`config.mk`:
```
export PLATFORM = sky130hd
export DESIGN_NAME = operand_fetch_flat
export DESIGN_NICKNAME = d
export VERILOG_FILES = /design/src/rtl/riscat_pkg.sv /design/src/rtl/operand_fetch_if.sv /design/src/rtl/operand_fetch_scoreboard32.sv /design/src/rtl/operand_fetch.sv /design/src/flat_wrapper.sv
export SDC_FILE = /design/constraint.sdc
export NUM_CORES = 1
export LEC_CHECK = 0
export BUFFER_PORTS_ARGS = -buffer_cell sky130_fd_sc_hd__buf_4
export CAP_MARGIN = 15
export CORE_ASPECT_RATIO = 1.2
export CORE_MARGIN = 2
export CORE_UTILIZATION = 39
export DETAILED_ROUTE_END_ITERATION = 8
export SLEW_MARGIN = 0
export SYNTH_ARGS = -nofsm -noshare
export SYNTH_HDL_FRONTEND = slang
export SYNTH_SLANG_ARGS = --single-unit
```
`constraint.sdc`:
```
create_clock -name clk -period 5.6 [get_ports clk]
set_input_delay 1.12 -clock clk [delete_from_list [all_inputs] [get_ports clk]]
set_output_delay 1.12 -clock clk [all_outputs]
set_load 0.05 [all_outputs]
```
`src/rtl/riscat_pkg.sv`:
```
// Shared types and helpers for the issue/operand-fetch stage in front of the
// 32x32-bit register file.
package riscat_pkg;

  localparam int XLEN     = 32;
  localparam int REG_AW   = 5;
  localparam int NUM_REGS = 32;

  typedef logic [REG_AW-1:0]   reg_addr_t;
  typedef logic [XLEN-1:0]     xlen_t;
  typedef logic [NUM_REGS-1:0] reg_mask_t;

  // Contents of the execute-stage pipeline register.
  typedef struct packed {
    xlen_t     op_a;
    xlen_t     op_b;
    reg_addr_t rd;
    logic      rd_we;
  } ex_pkt_t;

  // One-hot mask of a register address; x0 never appears in any mask
  // because it can never be busy.
  function automatic reg_mask_t addr_onehot(input logic en, input reg_addr_t addr);
    reg_mask_t m;
    m = {NUM_REGS{1'b0}};
    if (en && (addr != 5'd0)) begin
      m[addr] = 1'b1;
    end else begin
      m = {NUM_REGS{1'b0}};
    end
    return m;
  endfunction

  // Operand source selection: x0 or an unused source reads as zero, a
  // same-cycle writeback to the source wins over the register file.
  function automatic xlen_t select_operand(input logic      use_src,
                                           input reg_addr_t src,
                                           input logic      wb_en,
                                           input reg_addr_t wb_addr,
                                           input xlen_t     wb_data,
                                           input xlen_t     rf_data);
    xlen_t v;
    if (!use_src || (src == 5'd0)) begin
      v = 32'd0;
    end else if (wb_en && (wb_addr == src)) begin
      v = wb_data;
    end else begin
      v = rf_data;
    end
    return v;
  endfunction

endpackage

```
`src/rtl/operand_fetch_if.sv`:
```
// Decode, register-file, writeback and execute signals of the operand-fetch
// stage. The stage itself uses the slave view; the surrounding pipeline (or a
// bench) uses the master view.
interface operand_fetch_if;
  import riscat_pkg::*;

  // decode handshake
  logic      id_valid;
  logic      id_ready;
  reg_addr_t id_rs1;
  reg_addr_t id_rs2;
  reg_addr_t id_rd;
  logic      id_use_rs1;
  logic      id_use_rs2;
  logic      id_rd_we;

  // register-file read ports
  logic      rf_rd0_en;
  reg_addr_t rf_rd0_addr;
  xlen_t     rf_rd0_data;
  logic      rf_rd1_en;
  reg_addr_t rf_rd1_addr;
  xlen_t     rf_rd1_data;

  // register-file write port
  logic      rf_wr_en;
  reg_addr_t rf_wr_addr;
  xlen_t     rf_wr_data;

  // writeback from downstream
  logic      wb_en;
  reg_addr_t wb_addr;
  xlen_t     wb_data;

  // execute handshake
  logic      ex_valid;
  logic      ex_ready;
  xlen_t     ex_op_a;
  xlen_t     ex_op_b;
  reg_addr_t ex_rd;
  logic      ex_rd_we;

  modport slave (
    input  id_valid, id_rs1, id_rs2, id_rd, id_use_rs1, id_use_rs2, id_rd_we,
    output id_ready,
    output rf_rd0_en, rf_rd0_addr, rf_rd1_en, rf_rd1_addr,
    input  rf_rd0_data, rf_rd1_data,
    output rf_wr_en, rf_wr_addr, rf_wr_data,
    input  wb_en, wb_addr, wb_data,
    output ex_valid, ex_op_a, ex_op_b, ex_rd, ex_rd_we,
    input  ex_ready
  );

  modport master (
    output id_valid, id_rs1, id_rs2, id_rd, id_use_rs1, id_use_rs2, id_rd_we,
    input  id_ready,
    input  rf_rd0_en, rf_rd0_addr, rf_rd1_en, rf_rd1_addr,
    output rf_rd0_data, rf_rd1_data,
    input  rf_wr_en, rf_wr_addr, rf_wr_data,
    output wb_en, wb_addr, wb_data,
    input  ex_valid, ex_op_a, ex_op_b, ex_rd, ex_rd_we,
    output ex_ready
  );

endinterface

```
`src/rtl/operand_fetch_scoreboard32.sv`:
```
// Busy scoreboard for registers x1..x31. A set and a clear of the same
// register in one cycle leaves it busy: the new writer owns it.
module scoreboard32
  import riscat_pkg::*;
(
  input  logic      clk,
  input  logic      reset_n,
  input  logic      set_en,
  input  reg_addr_t set_addr,
  input  logic      clr_en,
  input  reg_addr_t clr_addr,
  output reg_mask_t busy
);

  reg_mask_t busy_q;
  reg_mask_t busy_d;
  reg_mask_t set_mask_s;
  reg_mask_t clr_mask_s;

  // Next busy state: clear first, then set so that set wins; bit 0 forced low.
  always_comb begin
    set_mask_s = addr_onehot(set_en, set_addr);
    clr_mask_s = addr_onehot(clr_en, clr_addr);
    busy_d     = ((busy_q & ~clr_mask_s) | set_mask_s) & ~32'd1;
  end

  // Busy register with asynchronous clear.
  always_ff @(posedge clk or negedge reset_n) begin
    if (!reset_n) begin
      busy_q <= 32'd0;
    end else begin
      busy_q <= busy_d;
    end
  end

  assign busy = busy_q;

endmodule

```
`src/rtl/operand_fetch.sv`:
```
// Issue/operand-fetch stage: drives the register-file ports, bypasses
// same-cycle writeback data, stalls RAW/WAW hazards against the busy
// scoreboard and hands registered operands to execute over valid/ready.
module operand_fetch
  import riscat_pkg::*;
(
  input  logic           clk,
  input  logic           reset_n,
  operand_fetch_if.slave bus
);

  reg_mask_t busy_s;
  reg_mask_t eff_busy_s;
  logic      stall_s;
  logic      id_ready_s;
  logic      fire_s;
  xlen_t     op_a_s;
  xlen_t     op_b_s;

  ex_pkt_t   ex_pkt_q;
  ex_pkt_t   ex_pkt_d;
  logic      ex_valid_q;
  logic      ex_valid_d;

  scoreboard32 u_scoreboard (
    .clk      (clk),
    .reset_n  (reset_n),
    .set_en   (fire_s & bus.id_rd_we),
    .set_addr (bus.id_rd),
    .clr_en   (bus.wb_en),
    .clr_addr (bus.wb_addr),
    .busy     (busy_s)
  );

  // Hazard detection: a register being written back this cycle is already
  // free, which lets its consumer issue in the same cycle as the writeback.
  always_comb begin
    eff_busy_s = busy_s & ~addr_onehot(bus.wb_en, bus.wb_addr);
    stall_s    = (bus.id_use_rs1 & eff_busy_s[bus.id_rs1])
               | (bus.id_use_rs2 & eff_busy_s[bus.id_rs2])
               | (bus.id_rd_we   & eff_busy_s[bus.id_rd]);
    id_ready_s = ~stall_s & (~ex_valid_q | bus.ex_ready);
    fire_s     = bus.id_valid & id_ready_s;
  end

  // Operand muxes: zero / writeback bypass / register-file data.
  always_comb begin
    op_a_s = select_operand(bus.id_use_rs1, bus.id_rs1, bus.wb_en, bus.wb_addr,
                            bus.wb_data, bus.rf_rd0_data);
    op_b_s = select_operand(bus.id_use_rs2, bus.id_rs2, bus.wb_en, bus.wb_addr,
                            bus.wb_data, bus.rf_rd1_data);
  end

  // Execute register next state: load on fire, drop valid once consumed,
  // otherwise hold everything stable.
  always_comb begin
    ex_pkt_d   = ex_pkt_q;
    ex_valid_d = ex_valid_q;
    if (fire_s) begin
      ex_valid_d     = 1'b1;
      ex_pkt_d.op_a  = op_a_s;
      ex_pkt_d.op_b  = op_b_s;
      ex_pkt_d.rd    = bus.id_rd;
      ex_pkt_d.rd_we = bus.id_rd_we & (bus.id_rd != 5'd0);
    end else if (bus.ex_ready) begin
      ex_valid_d = 1'b0;
    end else begin
      ex_valid_d = ex_valid_q;
    end
  end

  // Execute pipeline register with asynchronous clear.
  always_ff @(posedge clk or negedge reset_n) begin
    if (!reset_n) begin
      ex_valid_q <= 1'b0;
      ex_pkt_q   <= '{op_a: 32'd0, op_b: 32'd0, rd: 5'd0, rd_we: 1'b0};
    end else begin
      ex_valid_q <= ex_valid_d;
      ex_pkt_q   <= ex_pkt_d;
    end
  end

  // Register-file ports are straight combinational pass-through.
  assign bus.rf_rd0_en   = bus.id_valid & bus.id_use_rs1;
  assign bus.rf_rd0_addr = bus.id_rs1;
  assign bus.rf_rd1_en   = bus.id_valid & bus.id_use_rs2;
  assign bus.rf_rd1_addr = bus.id_rs2;
  assign bus.rf_wr_en    = bus.wb_en & (bus.wb_addr != 5'd0);
  assign bus.rf_wr_addr  = bus.wb_addr;
  assign bus.rf_wr_data  = bus.wb_data;

  assign bus.id_ready = id_ready_s;
  assign bus.ex_valid = ex_valid_q;
  assign bus.ex_op_a  = ex_pkt_q.op_a;
  assign bus.ex_op_b  = ex_pkt_q.op_b;
  assign bus.ex_rd    = ex_pkt_q.rd;
  assign bus.ex_rd_we = ex_pkt_q.rd_we;

endmodule

```
`src/flat_wrapper.sv`:
```
// flat-port wrapper written by rule: the top's interface ports become plain ports
module operand_fetch_flat import riscat_pkg::*;
  (clk, reset_n, bus_id_valid, bus_id_rs1, bus_id_rs2, bus_id_rd, bus_id_use_rs1, bus_id_use_rs2, bus_id_rd_we, bus_id_ready, bus_rf_rd0_en, bus_rf_rd0_addr, bus_rf_rd1_en, bus_rf_rd1_addr, bus_rf_rd0_data, bus_rf_rd1_data, bus_rf_wr_en, bus_rf_wr_addr, bus_rf_wr_data, bus_wb_en, bus_wb_addr, bus_wb_data, bus_ex_valid, bus_ex_op_a, bus_ex_op_b, bus_ex_rd, bus_ex_rd_we, bus_ex_ready);
  operand_fetch_if bus_i ();
  input  logic clk;
  input  logic reset_n;
  input wire logic [$bits(bus_i.id_valid)-1:0] bus_id_valid;
  input wire logic [$bits(bus_i.id_rs1)-1:0] bus_id_rs1;
  input wire logic [$bits(bus_i.id_rs2)-1:0] bus_id_rs2;
  input wire logic [$bits(bus_i.id_rd)-1:0] bus_id_rd;
  input wire logic [$bits(bus_i.id_use_rs1)-1:0] bus_id_use_rs1;
  input wire logic [$bits(bus_i.id_use_rs2)-1:0] bus_id_use_rs2;
  input wire logic [$bits(bus_i.id_rd_we)-1:0] bus_id_rd_we;
  output wire logic [$bits(bus_i.id_ready)-1:0] bus_id_ready;
  output wire logic [$bits(bus_i.rf_rd0_en)-1:0] bus_rf_rd0_en;
  output wire logic [$bits(bus_i.rf_rd0_addr)-1:0] bus_rf_rd0_addr;
  output wire logic [$bits(bus_i.rf_rd1_en)-1:0] bus_rf_rd1_en;
  output wire logic [$bits(bus_i.rf_rd1_addr)-1:0] bus_rf_rd1_addr;
  input wire logic [$bits(bus_i.rf_rd0_data)-1:0] bus_rf_rd0_data;
  input wire logic [$bits(bus_i.rf_rd1_data)-1:0] bus_rf_rd1_data;
  output wire logic [$bits(bus_i.rf_wr_en)-1:0] bus_rf_wr_en;
  output wire logic [$bits(bus_i.rf_wr_addr)-1:0] bus_rf_wr_addr;
  output wire logic [$bits(bus_i.rf_wr_data)-1:0] bus_rf_wr_data;
  input wire logic [$bits(bus_i.wb_en)-1:0] bus_wb_en;
  input wire logic [$bits(bus_i.wb_addr)-1:0] bus_wb_addr;
  input wire logic [$bits(bus_i.wb_data)-1:0] bus_wb_data;
  output wire logic [$bits(bus_i.ex_valid)-1:0] bus_ex_valid;
  output wire logic [$bits(bus_i.ex_op_a)-1:0] bus_ex_op_a;
  output wire logic [$bits(bus_i.ex_op_b)-1:0] bus_ex_op_b;
  output wire logic [$bits(bus_i.ex_rd)-1:0] bus_ex_rd;
  output wire logic [$bits(bus_i.ex_rd_we)-1:0] bus_ex_rd_we;
  input wire logic [$bits(bus_i.ex_ready)-1:0] bus_ex_ready;
  assign bus_i.id_valid = bus_id_valid;
  assign bus_i.id_rs1 = bus_id_rs1;
  assign bus_i.id_rs2 = bus_id_rs2;
  assign bus_i.id_rd = bus_id_rd;
  assign bus_i.id_use_rs1 = bus_id_use_rs1;
  assign bus_i.id_use_rs2 = bus_id_use_rs2;
  assign bus_i.id_rd_we = bus_id_rd_we;
  assign bus_id_ready = bus_i.id_ready;
  assign bus_rf_rd0_en = bus_i.rf_rd0_en;
  assign bus_rf_rd0_addr = bus_i.rf_rd0_addr;
  assign bus_rf_rd1_en = bus_i.rf_rd1_en;
  assign bus_rf_rd1_addr = bus_i.rf_rd1_addr;
  assign bus_i.rf_rd0_data = bus_rf_rd0_data;
  assign bus_i.rf_rd1_data = bus_rf_rd1_data;
  assign bus_rf_wr_en = bus_i.rf_wr_en;
  assign bus_rf_wr_addr = bus_i.rf_wr_addr;
  assign bus_rf_wr_data = bus_i.rf_wr_data;
  assign bus_i.wb_en = bus_wb_en;
  assign bus_i.wb_addr = bus_wb_addr;
  assign bus_i.wb_data = bus_wb_data;
  assign bus_ex_valid = bus_i.ex_valid;
  assign bus_ex_op_a = bus_i.ex_op_a;
  assign bus_ex_op_b = bus_i.ex_op_b;
  assign bus_ex_rd = bus_i.ex_rd;
  assign bus_ex_rd_we = bus_i.ex_rd_we;
  assign bus_i.ex_ready = bus_ex_ready;
  operand_fetch u_core (.clk(clk), .reset_n(reset_n), .bus(bus_i));
endmodule
```
# Yosys cells after proc, flatten, opt, wreduce, memory -nomap -nowiden
# Cells that the tools add are included.
# W data, S select, Z words.
[totals]
ff_bits = 102
wordCells = 65
output_inout_bits = 122
[classes]
reduce_logical = 15
muxes = 18
bitwise_logic = 18
order_cmp = 6
n_eq_ne = 2
[op_table]
columns = ["op", "n"]
rows = [
  ["$mux W32", 6],
  ["$and A32 B32 Y32", 1],
  ["$not A32 Y32", 1],
  ["$or A32 B32 Y32", 1],
  ["$lt A5 B6 Y1 const B", 4],
  ["$bmux W1 S5", 3],
  ["$and A1 B1 Y1", 10],
  ["$demux W1 S5", 2],
  ["$eq A5 B5 Y1", 2],
  ["$ge A5 B1 Y1 const B", 2],
  ["$logic_not A5 Y1", 2],
  ["$reduce_bool A5 Y1", 2],
  ["$mux W1", 7],
  ["$logic_and A1 B1 Y1", 6],
  ["$or A1 B1 Y1", 3],
  ["$logic_not A1 Y1", 2],
  ["$logic_or A1 B1 Y1", 2],
  ["$not A1 Y1", 2],
  ["$reduce_bool A2 Y1", 1],
]

# Longest topological paths before layout
[logic_depth]
word_depth = 19
depth_mapped = 12
mapped_depth_nobuf = 8

# By module
# Synthesis repeated with hierarchy kept, for this count alone.
[hier_totals]
cells_unflattened = 741
hier_area_um2 = 7081.8
[modules_own_cells]
columns = ["module", "instances", "area_each_um2", "cells_per_inst"]
rows = [
  ["operand_fetch", 1, 5765.5, 610],
  ["scoreboard32", 1, 1316.3, 131],
]

# Least setup slack after synthesis
# No wires, ideal clock.
[synth_timing]
path_type = "input port to output port"
from = "input port bus_wb_addr[3]"
to = "output port bus_id_ready"
required_time_ps = 4480
stages = 9
arrival_ps = 3787
slack_ps = 693
cell_sequence = "buf_4 > or4b_4 > o21ai_1 > nor3b_1 > a2111oi_1 > nor3b_1 > nand3_2 > nand2_1 > nor3_1"
[synth_between]
elab_chain_cells = 14
elab_cells_between_ends = 23
classes_between = "2 x order compare; 9 x mux; 9 x bitwise; 3 x reduce/logical"
[synth_rtl]
columns = ["item", "line_no", "source"]
rows = [
  ["start, declared", "flat_wrapper.sv:25", "input wire logic [$bits(bus_i.wb_addr)-1:0] bus_wb_addr;"],
  ["$lt A5 B6 Y1 (implied by the code) / $ge A5 B1 Y1 (equally long branches)", "riscat_pkg.sv:27", "m[addr] = 1'b1;"],
  ["$logic_and A1 B1 Y1 (implied by the code)", "riscat_pkg.sv:27", ""],
  ["$mux W1 (implied by the code)", "riscat_pkg.sv:27", ""],
  ["$demux W1 S5", "riscat_pkg.sv:27", ""],
  ["$mux W32 (*)", "riscat_pkg.sv:26", "if (en && (addr != 5'd0)) begin"],
  ["$not A32 Y32 (*)", "operand_fetch.sv:38", "eff_busy_s = busy_s & ~addr_onehot(bus.wb_en, bus.wb_addr);"],
  ["$and A32 B32 Y32 (*)", "operand_fetch.sv:38", ""],
  ["$bmux W1 S5 (on tied branches)", "operand_fetch.sv:39, operand_fetch.sv:40", ""],
  ["$mux W1 (on tied branches)", "operand_fetch.sv:39, operand_fetch.sv:40", ""],
  ["$and A1 B1 Y1 (on tied branches)", "operand_fetch.sv:39, operand_fetch.sv:40", ""],
  ["$or A1 B1 Y1", "operand_fetch.sv:40", "| (bus.id_use_rs2 & eff_busy_s[bus.id_rs2])"],
  ["$or A1 B1 Y1 (*)", "operand_fetch.sv:41", "| (bus.id_rd_we & eff_busy_s[bus.id_rd]);"],
  ["$not A1 Y1 (*)", "operand_fetch.sv:42", "id_ready_s = ~stall_s & (~ex_valid_q | bus.ex_ready);"],
  ["$and A1 B1 Y1 (*)", "operand_fetch.sv:42", ""],
  ["end, declared", "flat_wrapper.sv:14", "output wire logic [$bits(bus_i.id_ready)-1:0] bus_id_ready;"],
]
# Every way passes the cells marked *; elsewhere a longest branch is shown, timed or not. The select of a mux whose other input is x is not followed.

# Worst setup path after layout
[layout_timing]
from = "input port bus_wb_addr[2]"
to = "output port bus_id_ready"
# Same word-level chain as after synthesis.

==> flow_summary.json <==
{
  "viasPerCell": 5.66,
  "fin_crit_sh": 0.825,
  "netlist.area_leader.share": 0.358,
  "grt_max_degree": 59,
  "setup_viol": 0,
  "die_h_um": 152,
  "ant_nets": 0,
  "cts_tree": "built",
  "max_freq_mhz": 217,
  "io_pins": 246,
  "status": "finished clean",
  "grtUsageTotal": 0.231,
  "fin_crit_ns": 4.62,
  "place_area_um2": 8590,
  "clk_latency_ns": 0.35,
  "seqPwrFrac": 0.328,
  "drc": 0,
  "nFillCells": 1689,
  "syn_inst": 673,
  "worstSetupPathType": "in -> out",
  "setup_tns_ns": 0,
  "drive_above_1_share": 0.427,
  "power.leakage_nw": 4.05,
  "avgSynthCellArea_um2": 10.6,
  "clockRootBuffer": "clkbuf_16",
  "placed_cells": 1049,
  "antenna_found_initial": 0,
  "final_hold_viol_count": 0,
  "relSlewSlack": 0.269,
  "die_w_um": 127,
  "port-buffer-count": 245,
  "dr.pass1.iters": 5,
  "ctsHoldBuffers": 0,
  "synth-seq-area-share": 0.358,
  "routed_wl_um": 22700,
  "fin_hold_ws_ns": 0.515,
  "gp_congestion": 0.917,
  "final_util": 0.494,
  "final_nets": 960,
  "netSwitchingFraction": 0.417,
  "ys_warn_count": 0,
  "synthArstFlopShare": 1.00,
  "finalWorstSetupSlack_ns": 0.981,
  "post_cts_buffers": 0,
  "tightest_slew_ns": 1.09,
  "worstPathArrival_ns": 3.50,
  "syn2layout_area_growth_pct": 25.1,
  "synthFlopType": "dfrtp_1",
  "pwr-share-clk": 0.219,
  "num_rows": 54,
  "grt_pass1_vias": 6267,
  "grt_pass1_wl_um": 35100,
  "irDropWorstVdd_mv": 0.175,
  "syn_nets": 797,
  "rsz0062_at_grt": "false",
  "pre_cts_ws_ns": 1.03,
  "yosys.area.top_type": "dfrtp_1",
  "fin_area_um2": 8910,
  "syn_area_um2": 7120,
  "die_area_um2": 19400,
  "endpoint_kind": "primary output",
  "num_vias": 6025,
  "post_cts_resized": 0,
  "post_drt_wl_per_cell_um": 21.3,
  "numCtsBuffers": 9,
  "cts_buffer_depth": 2,
  "diodes": 0,
  "synth_top_cells_by_area": "dfrtp_1 (36%), mux2_4 (15%), mux2i_1 (12%)",
  "synth_edf_count": 0,
  "maxCapViolations": 0,
  "path_clk_slew_ns": 0.07,
  "clock-sinks": 102,
  "postSynthRegisterBits": 102,
  "drv_slew": 0,
  "p_per_area_nw_per_um2": 342,
  "start_util": 0.395,
  "fin_cells": 1065,
  "htree_levels": 3,
  "synth_cell_types": 68,
  "drtIter0Drc": 360,
  "critPathMaxFanout": 13,
  "crit_path_start_kind": "input port",
  "critPathRequiredTime_ns": 4.48,
  "min_path_type": "reg -> reg",
  "fin_skew_ns": 0.00912,
  "combPwrFrac": 0.453,
  "core_um2": 18000,
  "grt.overflow.total": 0,
  "internal_power_mw": 1.78,
  "hpwl_um": 16900,
  "fin_total_pwr_mw": 3.05,
  "switching_power_mw": 1.27
}
==> worst max-delay path, cell delays in order <==
cell      delay [ns]
buf_4           0.16
nand4b_2        0.38
o21ai_0         0.62
nand4_1         0.16
o2111a_1        0.19
o211ai_1        0.10
or4_4           0.18
nand2_1         0.05
nor3_1          0.27
buf_4           0.26
==> state kept, by name, summed over array words and instances (netlist names) <==
name and cells:
u_core.bus.ex_rd 5, u_core.bus.ex_valid 1, u_core.bus.ex_op_a 32, u_core.bus.ex_rd_we 1
u_core.bus.ex_op_b 32, u_core.u_scoreboard.busy 31
==> synthesized netlist by cell type, drive strengths merged, types with 3 or more instances <==
cell,n
nand4b,5
o211ai,19
o31ai,32
or4,4
nor4,4
xor2,3
nand4,3
nor3,12
nand2b,6
o2111ai,5
and3,5
nor2,83
mux2i,83
clkbuf,22
mux2,70
dfrtp,102
nand3,9
and2,3
a32oi,5
nand4bb,3
mux4,3
buf,78
a21oi,7
nor3b,4
nand2,18
inv,9
a2111oi,3
o21ai,34
xnor2,7
==> final cells by class <==
| class | instances | area, um2 | area share |
|---|---|---|---|
| Clock inverter | 5 | 65.1 | 0.00730 |
| Tap cell | 224 | 280 | 0.0315 |
| Multi-Input combinational cell | 460 | 3810 | 0.428 |
| Clock buffer | 11 | 253 | 0.0284 |
| Inverter | 11 | 41.3 | 0.00463 |
| Timing Repair Buffer | 252 | 1900 | 0.214 |
| Sequential cell | 102 | 2550 | 0.286 |
==> power groups by stage <==
stage | clock network [mW] | logic, mW | registers (mW)
2_1_floorplan | 0 | 0.555 | 1.42
3_3_place_gp | 0 | 1.37 | 1.00
3_5_place_dp | 0 | 1.39 | 1.01
4_1_cts | 0.683 | 1.39 | 0.999
5_1_grt | 0.717 | 1.44 | 1.02
6_report | 0.667 | 1.38 | 1.00
==> final timing paths <==
check                                              from                endpoint  slack [ns]  depth (start not counted)
hold reg to reg                  u_core.bus.ex_op_b[27]  u_core.bus.ex_op_b[27]        0.51                          1
setup / recovery                         bus_wb_addr[2]            bus_id_ready        0.98                         10
hold / removal                   u_core.bus.ex_op_b[27]  u_core.bus.ex_op_b[27]        0.51                          1
max in group asynchronous                       reset_n   u_core.bus.ex_op_b[9]        3.64                          2
min in group asynchronous                       reset_n  u_core.bus.ex_op_a[22]        0.75                          1
setup reg to reg           u_core.u_scoreboard.busy[16]  u_core.bus.ex_op_a[31]        2.40                          9
==> layout by cell type, fill, tap and decap left out, types with 3 or more instances in the layout <==
| master | Yosys | final |
|---|---|---|
| and3_1 | 4 | 3 |
| nor3b_1 | 4 | 4 |
| nand2b_1 | 5 | 5 |
| nor2_1 | 83 | 82 |
| o31ai_1 | 32 | 32 |
| mux4_2 | 3 | 3 |
| mux2_4 | 69 | 69 |
| xor2_1 | 3 | 3 |
| o21ai_0 | 11 | 11 |
| o21ai_1 | 20 | 18 |
| o211ai_1 | 19 | 19 |
| or4_1 | 3 | 3 |
| dfrtp_1 | 102 | 102 |
| o2111ai_1 | 5 | 5 |
| inv_1 | 9 | 9 |
| nor3_1 | 12 | 12 |
| a21oi_1 | 7 | 7 |
| a32oi_1 | 5 | 5 |
| and2_1 | 3 | 3 |
| nor4_1 | 4 | 4 |
| nand4b_1 | 3 | 3 |
| nand2_1 | 17 | 17 |
| clkbuf_16 | 0 | 9 |
| o21ai_2 | 3 | 5 |
| nand3_1 | 8 | 8 |
| mux2i_1 | 83 | 83 |
| buf_4 | 54 | 251 |
| xnor2_1 | 7 | 7 |
==> cells by family after synthesis <==
kind of cell / after synthesis / share of synthesized area
and+or+nand+nor: 167 / 0.122
muxes: 156 / 0.273
AOI/OAI and AO/OA: 127 / 0.126
buffers and inverters: 111 / 0.108
DFF: 102 / 0.358
xor gates and xnor gates: 10 / 0.0123
==> metal layers <==
| metal | vias to the layer above | share of wire | GRT usage | wire (um) |
|---|---|---|---|---|
| met3 | 51 | 0.062 | 0.0430 | 1400 |
| met5 | - | 0 | 0 | 0 |
| met1 | 2938 | 0.40 | 0.289 | 9180 |
| met2 | 298 | 0.50 | 0.392 | 11400 |
| met4 | 0 | 0.033 | 0.0937 | 741 |
| li1 | 2738 | - | - | - |
Power figures use the tool's default switching activity.
